===== src/rtl/conv_row_scheduler.sv =====
// Frame sequencer for the row convolution engine: fetches each row, launches one
// engine pass per row, and forwards the captured result row on a valid/ready port.
module conv_row_scheduler #(
  parameter int NUM_ROWS    = 32,
  parameter int ROW_BITS    = 256,
  parameter int RES_N       = 30,
  parameter int RES_W       = 18,
  parameter int TIMEOUT_CYC = 128,
  localparam int IDX_W      = (NUM_ROWS > 1) ? $clog2(NUM_ROWS) : 1,
  localparam int CNT_W      = $clog2(TIMEOUT_CYC)
) (
  input  logic                   clk,
  input  logic                   rst,
  input  logic                   frame_start,
  output logic                   busy,
  output logic                   frame_done,
  output logic                   err_timeout,
  output logic                   row_req,
  output logic [IDX_W-1:0]       row_addr,
  input  logic                   row_valid,
  input  logic [ROW_BITS-1:0]    row_data,
  output logic                   eng_start,
  output logic [ROW_BITS-1:0]    eng_row_data,
  input  logic                   eng_done,
  input  logic [RES_N*RES_W-1:0] eng_result,
  output logic                   res_valid,
  input  logic                   res_ready,
  output logic [RES_N*RES_W-1:0] res_data,
  output logic [IDX_W-1:0]       res_row_idx,
  output logic                   res_last
);

  typedef enum logic [2:0] {
    IDLE,
    FETCH,
    LAUNCH,
    WAIT_ENG,
    OUTPUT
  } state_e;

  state_e                 state_q, state_d;
  logic [IDX_W-1:0]       row_q, row_d;
  logic [CNT_W-1:0]       cnt_q, cnt_d;
  logic                   err_q, err_d;
  logic                   frame_done_q, frame_done_d;
  logic [ROW_BITS-1:0]    eng_row_data_q, eng_row_data_d;
  logic [RES_N*RES_W-1:0] res_data_q, res_data_d;
  logic [IDX_W-1:0]       res_row_idx_q, res_row_idx_d;

  logic row_is_last;
  assign row_is_last = (row_q == IDX_W'(NUM_ROWS - 1));

  // NOTE: the wide data registers are reset too, because downstream sees
  // eng_row_data and res_data as outputs that must read zero during reset.
  // NOTE: sequential state uses non-blocking assignments only, so every
  // register samples the pre-edge value of every other register.
  always_ff @(posedge clk or posedge rst) begin
    if (rst) begin
      state_q        <= IDLE;
      row_q          <= '0;
      cnt_q          <= '0;
      err_q          <= 1'b0;
      frame_done_q   <= 1'b0;
      eng_row_data_q <= '0;
      res_data_q     <= '0;
      res_row_idx_q  <= '0;
    end else begin
      state_q        <= state_d;
      row_q          <= row_d;
      cnt_q          <= cnt_d;
      err_q          <= err_d;
      frame_done_q   <= frame_done_d;
      eng_row_data_q <= eng_row_data_d;
      res_data_q     <= res_data_d;
      res_row_idx_q  <= res_row_idx_d;
    end
  end

  // NOTE: every signal written here gets a default first, so no path through
  // the case statement can leave one unassigned and infer a latch.
  always_comb begin
    state_d        = state_q;
    row_d          = row_q;
    cnt_d          = cnt_q;
    err_d          = err_q;
    frame_done_d   = 1'b0;
    eng_row_data_d = eng_row_data_q;
    res_data_d     = res_data_q;
    res_row_idx_d  = res_row_idx_q;
    row_req        = 1'b0;
    eng_start      = 1'b0;
    res_valid      = 1'b0;

    unique case (state_q)
      IDLE: begin
        if (frame_start) begin
          state_d = FETCH;
          row_d   = '0;
          err_d   = 1'b0;
        end
      end
      FETCH: begin
        row_req = 1'b1;
        if (row_valid) begin
          eng_row_data_d = row_data;
          state_d        = LAUNCH;
        end
      end
      LAUNCH: begin
        eng_start = 1'b1;
        cnt_d     = '0;
        state_d   = WAIT_ENG;
      end
      WAIT_ENG: begin
        // A completion on the final allowed cycle still counts as success.
        if (eng_done) begin
          res_data_d    = eng_result;
          res_row_idx_d = row_q;
          state_d       = OUTPUT;
        end else if (cnt_q == CNT_W'(TIMEOUT_CYC - 1)) begin
          err_d   = 1'b1;
          state_d = IDLE;
        end else begin
          cnt_d = cnt_q + CNT_W'(1);
        end
      end
      OUTPUT: begin
        res_valid = 1'b1;
        if (res_ready) begin
          if (row_is_last) begin
            frame_done_d = 1'b1;
            state_d      = IDLE;
          end else begin
            row_d   = row_q + IDX_W'(1);
            state_d = FETCH;
          end
        end
      end
      default: state_d = IDLE;
    endcase
  end

  assign busy         = (state_q != IDLE);
  assign frame_done   = frame_done_q;
  assign err_timeout  = err_q;
  assign row_addr     = row_q;
  assign eng_row_data = eng_row_data_q;
  assign res_data     = res_data_q;
  assign res_row_idx  = res_row_idx_q;
  assign res_last     = (state_q == OUTPUT) && row_is_last;

endmodule


===== config.mk =====
export PLATFORM = sky130hd
export DESIGN_NAME = conv_row_scheduler
export DESIGN_NICKNAME = d
export VERILOG_FILES = /design/src/rtl/conv_row_scheduler.sv
export SDC_FILE = /design/constraint.sdc
export NUM_CORES = 1
export LEC_CHECK = 0
export ABC_AREA = 0
export CORE_AREA = 2 2 626 628
export CTS_CLUSTER_DIAMETER = 40
export DETAILED_ROUTE_END_ITERATION = 10
export DIE_AREA = 0 0 628 630
export SLEW_MARGIN = 40
export SYNTH_ARGS = -nofsm -noshare
export SYNTH_HDL_FRONTEND = slang
export SYNTH_SLANG_ARGS = --single-unit
export TNS_END_PERCENT = 10

===== constraint.sdc =====
create_clock -name clk -period 73.6 [get_ports clk]
set_input_delay 14.72 -clock clk [delete_from_list [all_inputs] [get_ports clk]]
set_output_delay 14.72 -clock clk [all_outputs]
set_load 0.01 [all_outputs]

==> impl_metrics.json <==
{
  "path_clk_slew_ps": 40,
  "root_buffer": "clkbuf_16",
  "crit_chain": "clkdlybuf4s50_1 -> nand4b_1 -> buf_6 -> buf_4 -> buf_4 -> buf_4 -> mux2_2",
  "synth_top_area_cell": "dfrtp_1",
  "cts_tree": "built",
  "grt_pass1_vias": 26490,
  "pwr-share-seq": 0.261,
  "path_class": "in -> reg",
  "p_comb_frac": 0.428,
  "rsz0062_at_grt": "no",
  "drc": 0,
  "peakVddDrop_uv": 26.73,
  "area_growth_pct": 94.36,
  "final_cell_mix": "1595 x clkdlybuf4s50_1, 818 x dfrtp_1, 579 x mux2_2",
  "cts.sinks": 818,
  "slew_viol_final": 0,
  "syn_nets": 2595,
  "overflow": 0,
  "seq_area_frac_synth": 0.6471,
  "fin_setup_tns_ps": 0,
  "ys_seq_elements": 818,
  "coreArea_sq_um": 388200,
  "port_buffers": 1614,
  "start_util": 0.08148,
  "die_x_microns": 628,
  "cts_hold_buf": 0,
  "critPathMaxStageDelay_ps": 720,
  "yosysWarnings": 0,
  "synth-edff-count": 0,
  "synthesis.instances": 1790,
  "wl_met2_microns": 150700,
  "final_area_sq_um": 61490,
  "setup_viol": 0,
  "viasPerCell": 2.832,
  "fill_cells": 42700,
  "drtIter0Drc": 1328,
  "synth.cell_area_sq_um": 31630,
  "dpl-instance-area_sq_um": 53730,
  "detail_route.wl_per_cell_microns": 36.03,
  "finalWirelength_microns": 323800,
  "die_h_microns": 630,
  "switchingPower_mw": 1.209,
  "syn_avg_cell_area_sq_um": 17.67,
  "vias": 25450,
  "crit_required_ps": 74320,
  "power.internal_mw": 2.000,
  "synth_ff_type": "dfrtp_1",
  "p_total_mw": 3.210,
  "hpwl_microns": 285500,
  "worstSetupEndpointType": "register",
  "post_cts_buffers": 0,
  "grt_pass1_wl_microns": 386700,
  "slowest_stage": "buf_4",
  "insertion_delay_ps": 920,
  "yosysUniqueCellTypes": 35,
  "finalCriticalPeriod_ps": 17980,
  "cts.path.max_buffers": 4,
  "instances_no_fill": 8987,
  "tightest_slew_ps": 825.8,
  "drv_cap": 0,
  "routed.top_layer": "met5",
  "wl_met3_microns": 46750,
  "critical_path.max_fanout": 59,
  "row_count": 229,
  "async_flop_share": 1.000,
  "cts_made_buffers": 216,
  "power_frac_clock": 0.311,
  "cts_resized": 0,
  "pwr_density_cell_nw_per_um2": 52.20,
  "wl_met1_microns": 115500,
  "skew_ps": 78.60,
  "grtUsageTotal": 0.1585,
  "antenna_found_initial": 370,
  "hp-class": "reg -> reg",
  "fin_crit_sh": 0.2443,
  "drtPass1Iterations": 5,
  "place.gp.congestion": 0.9369,
  "drive_gt1_frac": 0.3324,
  "dp.cells": 8542,
  "yosysTopAreaCellShare": 0.6471,
  "ant_nets": 0,
  "layout_commonest_cell": "clkdlybuf4s50_1",
  "hold_viol_final": 0,
  "grt_max_degree": 92,
  "die-area_sq_um": 395600,
  "finalNetCount": 4369,
  "status": "complete, no violations",
  "worst_path_most_repeated_cell": "buf_4",
  "slew_headroom": 0.4477,
  "max_freq_mhz": 55.62,
  "arrival_ps": 18700,
  "io_pins": 1615,
  "swShare": 0.3768,
  "post-place-ws_ps": 54350,
  "p_leak_nw": 24.22,
  "synth.area.top_cells": "dfrtp_1 65%, mux2_2 21%, mux2_4 11%, buf_12 1.4%, buf_2 0.97%",
  "timing.final.ws_setup_ps": 55620,
  "critPathLaunchType": "primary input",
  "htreeDepth": 4
}
## sequential cells by signal (all words and copies together) (netlist names)
register	flops
eng_row_data	256
res_row_idx	5
state_q	3
err_timeout	1
frame_done	1
res_data	540
row_addr	5
cnt_q	7
## Yosys cell counts, types with 2 or more instances
library cell / instances
buf_6: 6
buf_4: 3
nand2_1: 11
dfrtp_1: 818
nor2_1: 2
buf_2: 61
o31ai_1: 3
and3_1: 2
ha_1: 3
a21oi_1: 6
nor3_1: 4
nand3_1: 9
mux2_4: 222
buf_12: 22
o211ai_1: 3
inv_1: 7
o2bb2ai_1: 2
and2_1: 2
o21ai_0: 9
o21a_1: 2
mux2_2: 579
## metrics by stage
stage,hold slack (ps),utilization
after floorplan,452.6,-
after global placement,469.1,0.1383
after detailed placement,491.2,0.1384
after CTS,501.6,0.1580
after global routing,509.1,0.1581
final,497.4,0.1584
## worst max-delay path: cells and delay by family
kind	cells	cell delay, ps
buf+inv	5	3060
mux	1	420
simple gates	1	180
## worst paths after layout
kind | startpoint | end | slack, ps | cells past startpoint
min in group asynchronous | rst | res_data[45] | 14210 | 2
max reg2reg | state_q[2] | res_data[390] | 69100 | 6
max | eng_done | res_data[390] | 55620 | 7
min reg2reg | res_data[138] | res_data[138] | 500 | 1
max in group asynchronous | rst | res_data[525] | 55680 | 8
min | res_data[138] | res_data[138] | 500 | 1
## routing by layer
| layer | vias up | global-route usage |
|---|---|---|
| met5 | - | 0 |
| met4 | 56 | 0.03921 |
| met3 | 749 | 0.09649 |
| met2 | 1790 | 0.2627 |
| met1 | 12770 | 0.1696 |
| li1 | 10090 | - |
## cells by family after synthesis
logic type	share of synthesized area
compound gates	0.005695
flops	0.6471
mux	0.3115
fa+ha+maj	0.001187
buf+inv	0.02725
xor+xnor	0.0002769
simple gates	0.007041
## layout make-up
cell class	count	area [sq um]	share of cell area
Timing Repair Buffer	1648	16440	0.2674
Clock inverter	146	1792	0.02914
Multi-Input combinational cell	873	10310	0.1676
Tap cell	5197	6502	0.1058
Antenna cell	39	97.59	0.001587
Sequential cell	818	20470	0.3329
Inverter	7	33.78	0.0005494
Clock buffer	259	5841	0.09499
## power groups by stage
| stage | clock [mW] | sequential [mW] | combinational, mW |
|---|---|---|---|
| 3_5_place_dp | 0 | 0.840 | 1.42 |
| 6_report | 0.999 | 0.837 | 1.37 |
| 3_3_place_gp | 0 | 0.837 | 1.42 |
| 2_1_floorplan | 0 | 0.899 | 0.371 |
| 4_1_cts | 1.03 | 0.841 | 1.43 |
| 5_1_grt | 1.05 | 0.864 | 1.46 |
(Power assumes the default switching activity.)
